**src/rtl/key_pkg.sv**
```systemverilog
// Shared types and timing defaults for the key debouncer.
package key_pkg;

  typedef enum logic [1:0] {
    IDLE        = 2'b00,
    PRESS_CHK   = 2'b01,
    PRESSED     = 2'b10,
    RELEASE_CHK = 2'b11
  } key_state_e;

  localparam int CLK_HZ                  = 80_000_000;
  localparam int DEBOUNCE_MS_DEFAULT     = 20;
  localparam int DEBOUNCE_CYCLES_DEFAULT = (CLK_HZ / 1000) * DEBOUNCE_MS_DEFAULT;

endpackage

```
**src/rtl/key_db_cell.sv**
```systemverilog
// One key channel: pad synchroniser, stability counter and press/release FSM.
// KEY_DEBOUNCE_SYNC3_EN deepens the synchroniser from 2 to 3 flops.
module key_db_cell
  import key_pkg::*;
#(
  parameter int DEBOUNCE_CYCLES = DEBOUNCE_CYCLES_DEFAULT
) (
  input  logic clk,
  input  logic clr,
  input  logic key_raw,
  output logic key_level,
  output logic key_press,
  output logic key_release
);

`ifdef KEY_DEBOUNCE_SYNC3_EN
  localparam int SYNC_N = 3;
`else
  localparam int SYNC_N = 2;
`endif
  localparam int CNT_W = $clog2(DEBOUNCE_CYCLES);
  localparam logic [CNT_W-1:0] CNT_MAX = CNT_W'(DEBOUNCE_CYCLES - 1);

  logic [SYNC_N-1:0] sync_q, sync_d;
  key_state_e        state_q, state_d;
  logic [CNT_W-1:0]  cnt_q, cnt_d;
  logic              level_q, level_d;
  logic              press_q, press_d;
  logic              release_q, release_d;
  logic              s;

  assign sync_d = {sync_q[SYNC_N-2:0], key_raw};
  assign s      = sync_q[SYNC_N-1];

  always_comb begin
    state_d   = state_q;
    cnt_d     = cnt_q;
    level_d   = level_q;
    press_d   = 1'b0;
    release_d = 1'b0;
    case (state_q)
      IDLE: begin
        if (s) begin
          state_d = PRESS_CHK;
          cnt_d   = '0;
        end
      end
      PRESS_CHK: begin
        if (!s) begin
          state_d = IDLE;
          cnt_d   = '0;
        end else if (cnt_q == CNT_MAX) begin
          state_d = PRESSED;
          cnt_d   = '0;
          level_d = 1'b1;
          press_d = 1'b1;
        end else begin
          cnt_d = cnt_q + CNT_W'(1);
        end
      end
      PRESSED: begin
        if (!s) begin
          state_d = RELEASE_CHK;
          cnt_d   = '0;
        end
      end
      RELEASE_CHK: begin
        if (s) begin
          state_d = PRESSED;
          cnt_d   = '0;
        end else if (cnt_q == CNT_MAX) begin
          state_d   = IDLE;
          cnt_d     = '0;
          level_d   = 1'b0;
          release_d = 1'b1;
        end else begin
          cnt_d = cnt_q + CNT_W'(1);
        end
      end
      default: begin
        state_d = IDLE;
        cnt_d   = '0;
        level_d = 1'b0;
      end
    endcase
  end

  always_ff @(posedge clk or posedge clr) begin
    if (clr) begin
      sync_q    <= '0;
      state_q   <= IDLE;
      cnt_q     <= '0;
      level_q   <= 1'b0;
      press_q   <= 1'b0;
      release_q <= 1'b0;
    end else begin
      sync_q    <= sync_d;
      state_q   <= state_d;
      cnt_q     <= cnt_d;
      level_q   <= level_d;
      press_q   <= press_d;
      release_q <= release_d;
    end
  end

  assign key_level   = level_q;
  assign key_press   = press_q;
  assign key_release = release_q;

endmodule

```
**src/rtl/key_debounce.sv**
```systemverilog
// Multi-key debouncer: N_KEYS independent cells plus an any-key-held flag.
// KEY_DEBOUNCE_SYNC3_EN (in key_db_cell) adds one synchroniser stage per key.
module key_debounce
  import key_pkg::*;
#(
  parameter int N_KEYS          = 4,
  parameter int DEBOUNCE_CYCLES = DEBOUNCE_CYCLES_DEFAULT
) (
  input  logic              clk,
  input  logic              clr,
  input  logic [N_KEYS-1:0] key_raw,
  output logic [N_KEYS-1:0] key_level,
  output logic [N_KEYS-1:0] key_press,
  output logic [N_KEYS-1:0] key_release,
  output logic              key_any
);

  for (genvar k = 0; k < N_KEYS; k++) begin : g_key
    key_db_cell #(
      .DEBOUNCE_CYCLES(DEBOUNCE_CYCLES)
    ) u_cell (
      .clk        (clk),
      .clr        (clr),
      .key_raw    (key_raw[k]),
      .key_level  (key_level[k]),
      .key_press  (key_press[k]),
      .key_release(key_release[k])
    );
  end

  assign key_any = |key_level;

endmodule

```
**config.mk**
```make
export PLATFORM = sky130hd
export DESIGN_NAME = key_debounce
export DESIGN_NICKNAME = d
export VERILOG_FILES = /design/src/rtl/key_pkg.sv /design/src/rtl/key_db_cell.sv /design/src/rtl/key_debounce.sv
export SDC_FILE = /design/constraint.sdc
export NUM_CORES = 1
export LEC_CHECK = 0
export CAP_MARGIN = 15
export CORE_MARGIN = 2
export CORE_UTILIZATION = 48
export DETAILED_ROUTE_END_ITERATION = 16
export GPL_ROUTABILITY_DRIVEN = 1
export MAX_ROUTING_LAYER = met4
export PLACE_DENSITY = 0.71
export SKIP_CTS_REPAIR_TIMING = 1
export SYNTH_ARGS = -nofsm -noshare
export SYNTH_HDL_FRONTEND = slang
export SYNTH_SLANG_ARGS = --single-unit
```
**constraint.sdc**
```tcl
create_clock -name clk -period 3.9 [get_ports clk]
set_input_delay 0.585 -clock clk [delete_from_list [all_inputs] [get_ports clk]]
set_output_delay 0.585 -clock clk [all_outputs]
set_load 0.05 [all_outputs]
```
==> impl_metrics.xml <==
<?xml version="1.0" encoding="UTF-8"?>
<metrics>
  <group name="floorplan">
    <metric name="initial_core_util" unit="">0.490</metric>
    <metric name="die_h" unit="um">115</metric>
    <metric name="core_region_area" unit="sq um">12000</metric>
    <metric name="count_of_standard_cell_rows" unit="">40</metric>
    <metric name="chipWidth" unit="um">115</metric>
    <metric name="design.portCount" unit="">19</metric>
    <metric name="die_footprint" unit="sq um">13200</metric>
  </group>
  <group name="clocking">
    <metric name="clockRootBuffer" unit="">sky130_fd_sc_hd__clkbuf_16</metric>
    <metric name="clock_sinks" unit="">112</metric>
    <metric name="max-clock-path-buffers" unit="">2</metric>
    <metric name="htree_num_levels" unit="">3</metric>
    <metric name="tritoncts.num_buffers" unit="">9</metric>
    <metric name="clock_insertion_delay_worst_skew" unit="ns">0.36</metric>
    <metric name="tritoncts_clock_tree" unit="">done</metric>
    <metric name="clk_pin_slew_worst_paths" unit="ns">0.07</metric>
  </group>
  <group name="timing">
    <metric name="rsz0062_at_grt" unit="">false</metric>
    <metric name="slew_violations" unit="">0</metric>
    <metric name="max_frequency" unit="GHz">0.375</metric>
    <metric name="finalCriticalPeriod" unit="ns">2.67</metric>
    <metric name="final.period_utilization" unit="">0.685</metric>
    <metric name="final_hold_viol_count" unit="">0</metric>
    <metric name="worst_slew_pin_slew" unit="ns">1.12</metric>
    <metric name="tns" unit="ns">0</metric>
    <metric name="finalSetupViolations" unit="">0</metric>
    <metric name="max_slew_margin" unit="">0.250</metric>
    <metric name="timing.clock.skew" unit="ns">0.00506</metric>
  </group>
  <group name="worst_hold_path">
    <metric name="hold_class" unit="">flop to flop</metric>
  </group>
  <group name="critical_path">
    <metric name="timing.critical_path.slowest_cell_delay" unit="ns">0.73</metric>
    <metric name="critical_path_class" unit="">flop to primary output</metric>
    <metric name="crit_path_end_kind" unit="">primary output</metric>
    <metric name="critical_path.max_fanout" unit="">4</metric>
    <metric name="worstPathRequired" unit="ns">3.31</metric>
    <metric name="critPathLaunchType" unit="">flop</metric>
    <metric name="critical_path_at" unit="ns">2.09</metric>
    <metric name="critical_path_buf_inv_count" unit="">1</metric>
    <metric name="critPathSlowestCell" unit="">sky130_fd_sc_hd__clkdlybuf4s50_1</metric>
    <metric name="crit_family" unit="">buffers and inverters</metric>
    <metric name="path_cells" unit="">or4_1, clkdlybuf4s50_1</metric>
  </group>
  <group name="synth">
    <metric name="synth_edf_count" unit="">0</metric>
    <metric name="synth_cell_type_count" unit="">56</metric>
    <metric name="mappedNetlistNets" unit="">621</metric>
    <metric name="post_synthesis_sequential_area_ratio" unit="">0.476</metric>
    <metric name="synth.yosys.warnings" unit="">0</metric>
    <metric name="syn-mean-instance-area" unit="sq um">9.64</metric>
    <metric name="postSynth.topFlopCell" unit="">sky130_fd_sc_hd__dfrtp_1</metric>
    <metric name="synth_cells" unit="">611</metric>
    <metric name="async_reset_ff_frac" unit="">1.00</metric>
    <metric name="syn_area" unit="sq um">5890</metric>
    <metric name="postSynthRegisterBits" unit="">112</metric>
  </group>
  <group name="detailed_routing">
    <metric name="wl_per_cell" unit="um">16.1</metric>
    <metric name="antenna_left" unit="">0</metric>
    <metric name="vias" unit="">4737</metric>
    <metric name="detailedRoute.firstIterationViolations" unit="">293</metric>
    <metric name="detailedRoute.firstPassIterationCount" unit="">5</metric>
    <metric name="drcViolationCount" unit="">0</metric>
    <metric name="vias_per_cell" unit="">6.25</metric>
    <metric name="routed_wl" unit="um">12200</metric>
  </group>
  <group name="place">
    <metric name="detailed_place_hpwl" unit="um">7940</metric>
    <metric name="placement.io_buffers" unit="">18</metric>
    <metric name="place_congestion" unit="">0.861</metric>
  </group>
  <group name="layout">
    <metric name="synthToLayoutAreaGrowth" unit="%">9.05</metric>
    <metric name="antenna_cells" unit="">0</metric>
    <metric name="area.sequential" unit="sq um">2800</metric>
    <metric name="most_common_cell_after_layout_fill_and_taps_aside" unit="">sky130_fd_sc_hd__dfrtp_1</metric>
    <metric name="n_fill_cell" unit="">1048</metric>
    <metric name="drive_above_1_share" unit="">0.0720</metric>
    <metric name="layout_common_cells" unit="">112 x sky130_fd_sc_hd__dfrtp_1, 62 x sky130_fd_sc_hd__nand2_1, 54 x sky130_fd_sc_hd__nand3_1</metric>
    <metric name="nNetsFinal" unit="">617</metric>
    <metric name="multi_input_comb_area" unit="sq um">2830</metric>
  </group>
  <group name="power">
    <metric name="vdd_ir_drop_max" unit="V">0.000326</metric>
    <metric name="post_layout_total_power" unit="mW">2.88</metric>
    <metric name="p_per_area" unit="nW/um^2">448</metric>
    <metric name="leakagePower" unit="nW">2.79</metric>
  </group>
  <group name="global_routing">
    <metric name="largest_net_degree_at_the_start_of_global_routing" unit="">59</metric>
    <metric name="overflow" unit="">0</metric>
    <metric name="gr-usage-all-layers" unit="">0.206</metric>
    <metric name="vias_in_the_first_global_route" unit="">4437</metric>
    <metric name="first_pass_grt_wire_length" unit="um">21200</metric>
    <metric name="grt_antenna_before_repair" unit="">0</metric>
  </group>
  <group name="outcome">
    <metric name="outcome" unit="">finished clean</metric>
  </group>
  <group name="run">
    <metric name="max_cap_violations" unit="">0</metric>
  </group>
</metrics>
-- stage by stage --
step	cells	setup WS [ns]	hold slack [ns]	instance area, sq um	utilization
4_1_cts	756	1.21	0.355	6400	0.533
5_1_grt	758	1.17	0.369	6420	0.535
2_1_floorplan	611	0.356	0.331	5890	-
3_5_place_dp	741	1.43	0.339	6060	0.505
3_3_place_gp	741	1.58	0.333	6060	0.505
6_report	758	1.23	0.352	6420	0.535
-- registers in the layout, indices dropped and copies added, names as in the netlist, named ones only --
name / count
g_key.u_cell.key_release: 4
g_key.u_cell.state_q: 4
g_key.u_cell.key_press: 4
g_key.u_cell.key_level: 4
g_key.u_cell.cnt_q: 84
g_key.u_cell.sync_q: 8
-- routing by layer --
layer,vias up,GRT usage,wire (um)
met1,2337,0.276,5660
met2,122,0.313,5800
met4,0,0.0610,120
met3,10,0.0506,604
li1,2268,-,-
met5,-,-,0
-- synth_stat cells (2+ instances only) --
cell type,number,share of area
sky130_fd_sc_hd__a22oi_1,3,0.0038
sky130_fd_sc_hd__or3_1,2,0.0021
sky130_fd_sc_hd__a21oi_1,43,0.037
sky130_fd_sc_hd__a22o_1,10,0.015
sky130_fd_sc_hd__mux2i_1,13,0.022
sky130_fd_sc_hd__or2_2,5,0.0053
sky130_fd_sc_hd__nor4_4,5,0.018
sky130_fd_sc_hd__a41oi_1,6,0.0089
sky130_fd_sc_hd__xor2_1,8,0.012
sky130_fd_sc_hd__nand2b_1,9,0.0096
sky130_fd_sc_hd__a31oi_1,33,0.035
sky130_fd_sc_hd__and4_1,4,0.0059
sky130_fd_sc_hd__nand3_1,54,0.046
sky130_fd_sc_hd__dfrtp_1,112,0.48
sky130_fd_sc_hd__o21ai_0,29,0.025
sky130_fd_sc_hd__o21a_1,3,0.0038
sky130_fd_sc_hd__a221o_1,2,0.0034
sky130_fd_sc_hd__buf_6,2,0.0038
sky130_fd_sc_hd__nor4_2,5,0.011
sky130_fd_sc_hd__a21o_1,22,0.028
sky130_fd_sc_hd__buf_4,16,0.020
sky130_fd_sc_hd__nor3_1,15,0.013
sky130_fd_sc_hd__and2_1,3,0.0032
sky130_fd_sc_hd__nor4_1,5,0.0053
sky130_fd_sc_hd__nor2_1,29,0.018
sky130_fd_sc_hd__nor2b_1,3,0.0032
sky130_fd_sc_hd__clkbuf_1,13,0.0083
sky130_fd_sc_hd__ha_1,4,0.0085
sky130_fd_sc_hd__inv_1,11,0.0070
sky130_fd_sc_hd__nand2_1,62,0.040
sky130_fd_sc_hd__a32o_1,2,0.0034
sky130_fd_sc_hd__o311ai_0,2,0.0030
sky130_fd_sc_hd__a21oi_2,4,0.0059
sky130_fd_sc_hd__nand4_2,2,0.0042
sky130_fd_sc_hd__nor4bb_1,2,0.0034
sky130_fd_sc_hd__mux2_2,2,0.0038
sky130_fd_sc_hd__nor3b_1,4,0.0051
sky130_fd_sc_hd__and3_1,15,0.016
sky130_fd_sc_hd__nand4bb_1,2,0.0038
sky130_fd_sc_hd__nor4b_1,2,0.0030
sky130_fd_sc_hd__buf_2,5,0.0042
sky130_fd_sc_hd__xnor2_1,2,0.0030
sky130_fd_sc_hd__nand4_1,19,0.020
sky130_fd_sc_hd__o31ai_1,5,0.0064
-- layout make-up --
type	instances	area share
multi-input cells	451	0.440
flip-flops and latches	112	0.436
clock buffers	12	0.0384
repair buffers	22	0.0358
well taps	147	0.0286
clock inverters	3	0.0140
inverters	11	0.00682
-- cells by family after synthesis --
family / synth area share
adder cells (fa/ha/maj): 0.00850
multiplexers: 0.0259
XOR/XNOR: 0.0149
flip-flops: 0.476
AND/OR/NAND/NOR: 0.248
buffers and inverters: 0.0444
AO/OA/AOI/OAI: 0.183
-- worst paths after layout --
path                                                            start                                     to  slack [ns]  depth (start not counted)
worst max-delay path            g_key[0].u_cell.key_level$_DFFE_PP0P_                                key_any        1.23                          2
worst min-delay path              g_key[0].u_cell.sync_q[0]$_DFF_PP0_    g_key[0].u_cell.sync_q[1]$_DFF_PP0_        0.35                          0
worst max register to register   g_key[0].u_cell.cnt_q[0]$_DFFE_PP0P_  g_key[0].u_cell.cnt_q[11]$_DFFE_PP0P_        1.42                          6
worst min register to register    g_key[0].u_cell.sync_q[0]$_DFF_PP0_    g_key[0].u_cell.sync_q[1]$_DFF_PP0_        0.35                          0
max in group asynchronous                                         clr  g_key[3].u_cell.cnt_q[14]$_DFFE_PP0P_        2.46                          3
min in group asynchronous                                         clr   g_key[1].u_cell.cnt_q[0]$_DFFE_PP0P_        0.69                          2
-- where the power goes --
| group | switching, mW | internal [mW] |
|---|---|---|
| Clock | 0.406 | 0.643 |
| Combinational | 0.340 | 0.171 |
| Sequential | 0.0903 | 1.23 |
| Total | 0.836 | 2.04 |
Power figures use the tool's default switching activity.
